### config.mk
export PLATFORM = sky130hd
export DESIGN_NAME = inst_fetch_if
export DESIGN_NICKNAME = d
export VERILOG_FILES = /design/src/rtl/cpu_pkg.sv /design/src/rtl/fetch_out_buf.sv /design/src/rtl/inst_fetch_if.sv
export SDC_FILE = /design/constraint.sdc
export NUM_CORES = 1
export LEC_CHECK = 0
export BUFFER_PORTS_ARGS = -buffer_cell sky130_fd_sc_hd__buf_2
export CORE_MARGIN = 5
export CORE_UTILIZATION = 38
export DETAILED_ROUTE_END_ITERATION = 6
export HOLD_SLACK_MARGIN = 0.12
export PLACE_DENSITY = 0.66
export RECOVER_POWER = 25
export SYNTH_ARGS = -nofsm -noshare
export SYNTH_HDL_FRONTEND = slang
export SYNTH_SLANG_ARGS = --single-unit
### constraint.sdc
create_clock -name clk -period 1.9 [get_ports clk]
set_clock_uncertainty 0.15 [all_clocks]
set_input_delay 0.285 -clock clk [delete_from_list [all_inputs] [get_ports clk]]
set_output_delay 0.285 -clock clk [all_outputs]
set_load 0.01 [all_outputs]
### src/rtl/cpu_pkg.sv
// Shared CPU definitions for the instruction-fetch path: fetch FSM states,
// bus widths and the bubble instruction.
package cpu_pkg;

    localparam int INST_ADDR_W = 32;
    localparam int INST_DATA_W = 32;

    localparam logic [INST_DATA_W-1:0] INST_NOP = 32'h0000_0000;

    typedef enum logic [1:0] {
        IDLE = 2'b00,
        ADDR = 2'b01,
        DATA = 2'b10,
        HOLD = 2'b11
    } fetch_state_e;

    // Fetch PCs must be word aligned; any low bit set is an address error.
    function automatic logic pc_misaligned(input logic [1:0] pc_lo);
        return (pc_lo != 2'b00);
    endfunction

endpackage

### src/rtl/fetch_out_buf.sv
// Output register toward IF/ID: holds one instruction, its PC and address-error
// flag until the consumer takes it; a flush empties it and restores the bubble.
module fetch_out_buf
    import cpu_pkg::*;
#(
    parameter int                ADDR_W   = INST_ADDR_W,
    parameter int                DATA_W   = INST_DATA_W,
    parameter logic [DATA_W-1:0] NOP_INST = DATA_W'(INST_NOP)
) (
    input  logic              clk,
    input  logic              rst,
    input  logic              flush_i,
    input  logic              load_i,
    input  logic [DATA_W-1:0] load_inst_i,
    input  logic [ADDR_W-1:0] load_pc_i,
    input  logic              load_adel_i,
    input  logic              ready_i,
    output logic              valid_o,
    output logic [DATA_W-1:0] inst_o,
    output logic [ADDR_W-1:0] pc_o,
    output logic              adel_o
);

    logic              valid_q;
    logic [DATA_W-1:0] inst_q;
    logic [ADDR_W-1:0] pc_q;
    logic              adel_q;

    // Flush wins over load and drain so a killed slot never reaches IF/ID.
    always_ff @(posedge clk or negedge rst) begin
        if (!rst) begin
            valid_q <= 1'b0;
            inst_q  <= NOP_INST;
            pc_q    <= '0;
            adel_q  <= 1'b0;
        end else if (flush_i) begin
            valid_q <= 1'b0;
            inst_q  <= NOP_INST;
            adel_q  <= 1'b0;
        end else if (load_i) begin
            valid_q <= 1'b1;
            inst_q  <= load_inst_i;
            pc_q    <= load_pc_i;
            adel_q  <= load_adel_i;
        end else if (valid_q && ready_i) begin
            valid_q <= 1'b0;
            inst_q  <= NOP_INST;
            adel_q  <= 1'b0;
        end
    end

    assign valid_o = valid_q;
    assign inst_o  = inst_q;
    assign pc_o    = pc_q;
    assign adel_o  = adel_q;

endmodule

### src/rtl/inst_fetch_if.sv
// Instruction-fetch bus master: issues one read per PC on the SRAM-like bus,
// strobes pc_en on address acceptance and hands the result to IF/ID.
module inst_fetch_if
    import cpu_pkg::*;
#(
    parameter int                ADDR_W   = INST_ADDR_W,
    parameter int                DATA_W   = INST_DATA_W,
    parameter logic [DATA_W-1:0] NOP_INST = DATA_W'(INST_NOP)
) (
    input  logic              clk,
    input  logic              rst,
    input  logic [ADDR_W-1:0] pc_i,
    input  logic              flush_i,
    output logic              pc_en,
    output logic              inst_req,
    output logic [ADDR_W-1:0] inst_addr,
    input  logic              inst_addr_ok,
    input  logic              inst_data_ok,
    input  logic [DATA_W-1:0] inst_rdata,
    output logic              inst_valid_o,
    input  logic              id_ready_i,
    output logic [DATA_W-1:0] inst_o,
    output logic [ADDR_W-1:0] inst_pc_o,
    output logic              inst_adel_o
);

    fetch_state_e      state_q;
    logic              discard_q;
    logic              req_q;
    logic [ADDR_W-1:0] addr_q;

    logic              xfer_s;
    logic              early_req_s;
    logic              buf_load_s;
    logic [DATA_W-1:0] buf_inst_s;
    logic [ADDR_W-1:0] buf_pc_s;
    logic              buf_adel_s;

    // A HOLD hand-off issues the next aligned request in the same cycle so a
    // zero-wait bus sustains one instruction every two cycles.
    assign xfer_s      = inst_valid_o & id_ready_i & ~flush_i;
    assign early_req_s = (state_q == HOLD) & xfer_s & ~pc_misaligned(pc_i[1:0]);
    assign inst_req    = req_q | early_req_s;
    assign inst_addr   = early_req_s ? pc_i : addr_q;
    assign pc_en       = inst_req & inst_addr_ok;

    // Selects what the output buffer captures: a fetched word or an address error.
    always_comb begin
        buf_load_s = 1'b0;
        buf_inst_s = NOP_INST;
        buf_pc_s   = addr_q;
        buf_adel_s = 1'b0;
        case (state_q)
            IDLE: begin
                if (!flush_i && pc_misaligned(pc_i[1:0])) begin
                    buf_load_s = 1'b1;
                    buf_pc_s   = pc_i;
                    buf_adel_s = 1'b1;
                end else begin
                    buf_load_s = 1'b0;
                end
            end
            DATA: begin
                if (inst_data_ok && !discard_q && !flush_i) begin
                    buf_load_s = 1'b1;
                    buf_inst_s = inst_rdata;
                end else begin
                    buf_load_s = 1'b0;
                end
            end
            default: buf_load_s = 1'b0;
        endcase
    end

    // Fetch FSM; the request must stay up through a flush until the bus accepts it.
    always_ff @(posedge clk or negedge rst) begin
        if (!rst) begin
            state_q   <= IDLE;
            discard_q <= 1'b0;
            req_q     <= 1'b0;
            addr_q    <= '0;
        end else begin
            case (state_q)
                IDLE: begin
                    if (!flush_i) begin
                        if (pc_misaligned(pc_i[1:0])) begin
                            state_q <= HOLD;
                        end else begin
                            state_q <= ADDR;
                            req_q   <= 1'b1;
                            addr_q  <= pc_i;
                        end
                    end
                end
                ADDR: begin
                    if (flush_i) begin
                        discard_q <= 1'b1;
                    end
                    if (inst_addr_ok) begin
                        req_q   <= 1'b0;
                        state_q <= DATA;
                    end
                end
                DATA: begin
                    if (inst_data_ok) begin
                        discard_q <= 1'b0;
                        state_q   <= (discard_q || flush_i) ? IDLE : HOLD;
                    end else if (flush_i) begin
                        discard_q <= 1'b1;
                    end
                end
                HOLD: begin
                    if (flush_i) begin
                        state_q <= IDLE;
                    end else if (xfer_s) begin
                        if (pc_misaligned(pc_i[1:0])) begin
                            state_q <= IDLE;
                        end else if (inst_addr_ok) begin
                            state_q <= DATA;
                            addr_q  <= pc_i;
                        end else begin
                            state_q <= ADDR;
                            req_q   <= 1'b1;
                            addr_q  <= pc_i;
                        end
                    end
                end
                default: begin
                    state_q   <= IDLE;
                    discard_q <= 1'b0;
                    req_q     <= 1'b0;
                end
            endcase
        end
    end

    fetch_out_buf #(
        .ADDR_W   (ADDR_W),
        .DATA_W   (DATA_W),
        .NOP_INST (NOP_INST)
    ) u_out_buf (
        .clk         (clk),
        .rst         (rst),
        .flush_i     (flush_i),
        .load_i      (buf_load_s),
        .load_inst_i (buf_inst_s),
        .load_pc_i   (buf_pc_s),
        .load_adel_i (buf_adel_s),
        .ready_i     (id_ready_i),
        .valid_o     (inst_valid_o),
        .inst_o      (inst_o),
        .pc_o        (inst_pc_o),
        .adel_o      (inst_adel_o)
    );

endmodule

==> results by stage <==
Status:
- The flow ran to the end, but the final reports show violations.
- The final reports fail on setup timing.

Worst setup path:
- The number of cells on the worst reg-to-reg path is 10.
- The most critical setup path has its startpoint at state_q[1].
- Along the worst path, the maximum fanout reaches 17.
- The buffers plus inverters on the worst setup path is 2.
- The data arrival time of the critical path is roughly 1.9 ns.
- The startpoint identified for the worst register-to-register timing path is state_q[0].
- Broken down by cell family, the worst path's largest delay share belongs to flip-flops.
- For this run, the slowest stage of the critical path takes approximately 0.38 ns.
- The worst setup path is launched from a flop.
- The register-to-register setup slack is -0.18 ns.
- The critical path crosses 6 cells after its start point.
- The critical path data required time is between 1 and 1.5 ns.
- The worst setup path is captured at an output port.
- The critical path goes through ha_2, nor2b_4, nand4_4, buf_12, mux2_1, buf_2.
- The slowest stage of the critical path is the dfrtp_1 cell.
- The critical path class is flop to output port.

Timing:
- Adding up every negative setup slack in the final design gives -22.56 ns.
- The post-route clock period utilization is 122%.
- The worst slack on hold paths is around 0.18 ns.
- The final-report max-slew violation count is 0.
- The maximum clock frequency is roughly 430 MHz.
- Setup violations remaining at the end of the flow were counted as 132.
- For the pin with the worst max-slew slack, the measured transition is around 0.58 ns.
- The count of final hold-check violations is 0.
- The final worst setup slack is -0.413 ns.
- The worst path in the final design needs a cycle of about 2.3 ns, including I/O delays and setup.
- Measured against its own limit, the worst slew margin works out to 61.4%.
- Setup repair after global routing could not meet its margin everywhere.

Synthesis:
- The fraction of the mapped netlist area in compound gates is under 10%.
- After Yosys synthesis, XOR and XNOR cells account for 0% of the synthesized area.
- The total standard cell area after synthesis is about 0.0049 mm2.
- The combinational family with the most area after synthesis is multiplexers.
- The distinct cell type count after synthesis is 36.
- Summing the sequential cell areas from Yosys gives 52.0% of the chip area.
- Counting every net in the synthesized netlist gives slightly above 500.
- The synthesized area divided by synthesized cell count is 11.4 um2.
- The post-synthesis share of cell area spent on and, or, nand and nor gates is between 10% and 20%.
- In the synthesized netlist, the number of instances is 430.
- The Yosys step of the flow raised 0 warnings.
- In the synthesized netlist, mux cells make up between 20% and 30% of the area.
- The flip-flop and latch count after synthesis is between 100 and 150.
- After Yosys synthesis, full adders, half adders and majority gates account for 1.27% of the synthesized area.

Drt:
- Wire segments on met2 add up to 7950 um in the final route.
- The final wirelength is 15000 um.
- The first detailed-routing pass took 4 iterations.
- The via-per-instance ratio is 4.85.
- The number of design rule violations left after detail routing is 0.
- The detailed router finished its first iteration with roughly 180 violations.
- For this block, the via count after detailed routing is between 4000 and 5000.
- The detailed router put a total of roughly 6000 um of wire on met1.
- The routed length on met3 is around 950 um.
- The detailed router used layers up to and including met4.
- The count of nets left with antenna violations once routing finished came out at 0.
- The average routed wire per standard cell is between 15 and 20 um.

Die:
- The die outline height is ~120 um.
- The total core area is approximately 0.013 mm2.
- The number of I/O pins is 170.
- Once the floorplan was initialized, standard cells occupied roughly 39% of the core.
- The number of rows created at floorplan is 41.
- The floorplan step defined a die boundary enclosing about 0.015 mm2.
- The chip width is ~120 um.

Finish:
- Cells fill 61.6% of the core in the end.
- The total non-filler cell area in the finished layout is 0.00777 mm2.
- The library cells used most frequently in the layout, excluding fill and tap cells, are buf_2, dfrtp_1, nand2_1.
- The growth of design area from synthesis to finish is 58.4%.
- The proportion of layout cells with a drive suffix above 1 is between 40% and 50%.
- For this run, the post-layout net count is between 700 and 800.
- The repair_antennas step left the layout with diodes totalling 0.
- The most common library cell in the layout ignoring fill and taps is buf_2.
- The post-layout instance count excluding filler cells is approximately 900.

Pwr:
- The final total power is between 9 and 10 mW.
- The power per unit of standard cell area is around 1200 mW/mm2.
- Summed over all cells, the static leakage comes to about 4 nW.
- The peak ir drop on the vdd network is 767 uV.

Min path:
- The startpoint identified for the worst hold timing path is id_ready_i.
- The worst hold path depth is 3.
- The path class of the lowest-slack min-delay path is primary input to flop.

Global routing:
- The initial antenna violation count is 0.
- The first-pass GRT wire length is between 20000 and 25000 um.
- The final global-route overflow total is 0.
- Across every metal layer, demand over resource in global routing totals 18.4%.
- Entering global routing, the biggest net connects between 50 and 60 pins.
- The via count of the first global-routing pass came to around 4400.

Placed design:
- The weighted congestion at the end of routability-driven global placement is roughly 0.8.
- The minimum setup slack after placement is -0.0664 ns.
- The detailed-placement wirelength estimate is about 9000 um.
- The number of placed instances with taps included is 770.
- The area after detailed placement is 0.00612 mm2.
- The number of port buffers is 169.

Clocking:
- TritonCTS built the clock tree.
- The clock edge transition at the registers on the reported setup and hold paths is 0.07 ns.
- The clock latency of the later-clocked register in the worst-skew pair is roughly 0.33 ns.
- The clock passes through at most 2 buffers.
- In this run the number of H-tree levels came out at 3.
- The clock root buffer is clkbuf_16.
- The number of buffers added by the clock tree synthesis step is 9.
- The clock drives about 100 sinks.

Flow run:
- Max-cap violations in this run came to 0.
-- power by group --
part / total (mW) / internal [mW] / switching [mW]
Sequential: 3.41 / 2.90 / 0.517
Combinational: 4.26 / 2.41 / 1.85
Clock: 1.95 / 1.11 / 0.844
-- sequential cells by signal, summed over array words and instances, names as in the netlist --
register           cells
addr_q                32
u_out_buf.inst_o      32
u_out_buf.pc_o        32
state_q                2
discard_q              1
req_q                  1
u_out_buf.adel_o       1
u_out_buf.valid_o      1
-- worst paths after layout --
kind	endpoint
max	inst_addr[28]
min	u_out_buf.valid_o
max reg2reg	u_out_buf.pc_o[19]
min reg2reg	u_out_buf.adel_o
max in group asynchronous	addr_q[24]
min in group asynchronous	addr_q[9]
-- worst reg2reg max path, cell delays in order (launching register included) --
cell       delay [ns]
dfrtp_1          0.40
buf_4            0.16
inv_4            0.07
buf_6            0.10
ha_4             0.12
nor3b_4          0.24
nand2_4          0.17
buf_12           0.18
clkbuf_16        0.16
mux2i_1          0.16
o21ai_1          0.07
-- final cells by class --
| class | count | area, um2 |
|---|---|---|
| multi-input cells | 295 | 2240 |
| repair buffers | 292 | 2430 |
| flip-flops and latches | 102 | 2550 |
| well taps | 172 | 215 |
| clock inverters | 5 | 65.1 |
| clock buffers | 11 | 253 |
| inverters | 4 | 20.0 |
| fillers | 1009 | 4850 |
-- kinds of logic (layout without fill, tap and decap cells) --
logic type	Yosys count	after routing
compound gates	77	77
fa+ha+maj	5	5
buf+inv	33	312
flops	102	102
mux	95	95
simple gates	118	118
-- synthesized netlist by cell type (all sizes together) --
cell type	number	area share, %
nor2	4	0.36
dfrtp	102	52
o21ai	66	6.8
ha	5	1.3
a31o	1	0.18
a31oi	1	0.13
clkbuf	7	0.54
a22oi	1	0.15
nand3	1	0.10
nand2b	1	0.13
and4bb	1	0.25
inv	4	0.31
nor2b	3	0.54
buf	22	3.8
mux2i	35	7.1
nand4b	1	0.18
and2	3	0.38
nand2	101	7.8
nand4	1	0.43
nor3	1	0.10
a211o	1	0.18
nor3b	1	0.38
a22o	1	0.18
a311oi	1	0.18
a21oi	4	0.41
mux2	60	16
o2111ai	1	0.18
-- metal layers --
metal | track usage, % | vias to the layer above
met5 | 0 | -
met2 | 32.7 | 145
li1 | - | 2024
met4 | 3.88 | 0
met1 | 22.6 | 2089
met3 | 4.68 | 13
-- repair_timing --
action | 4_1_cts | 5_1_grt
hold buffers | 66 | 0
setup endpoints to repair | 66 | 134
cloned | 5 | 8
resized for setup | 43 | 56
setup buffers | 7 | 14
hold endpoints to repair | 197 | 0
pin swaps | 4 | 7
(Power assumes the default switching activity.)
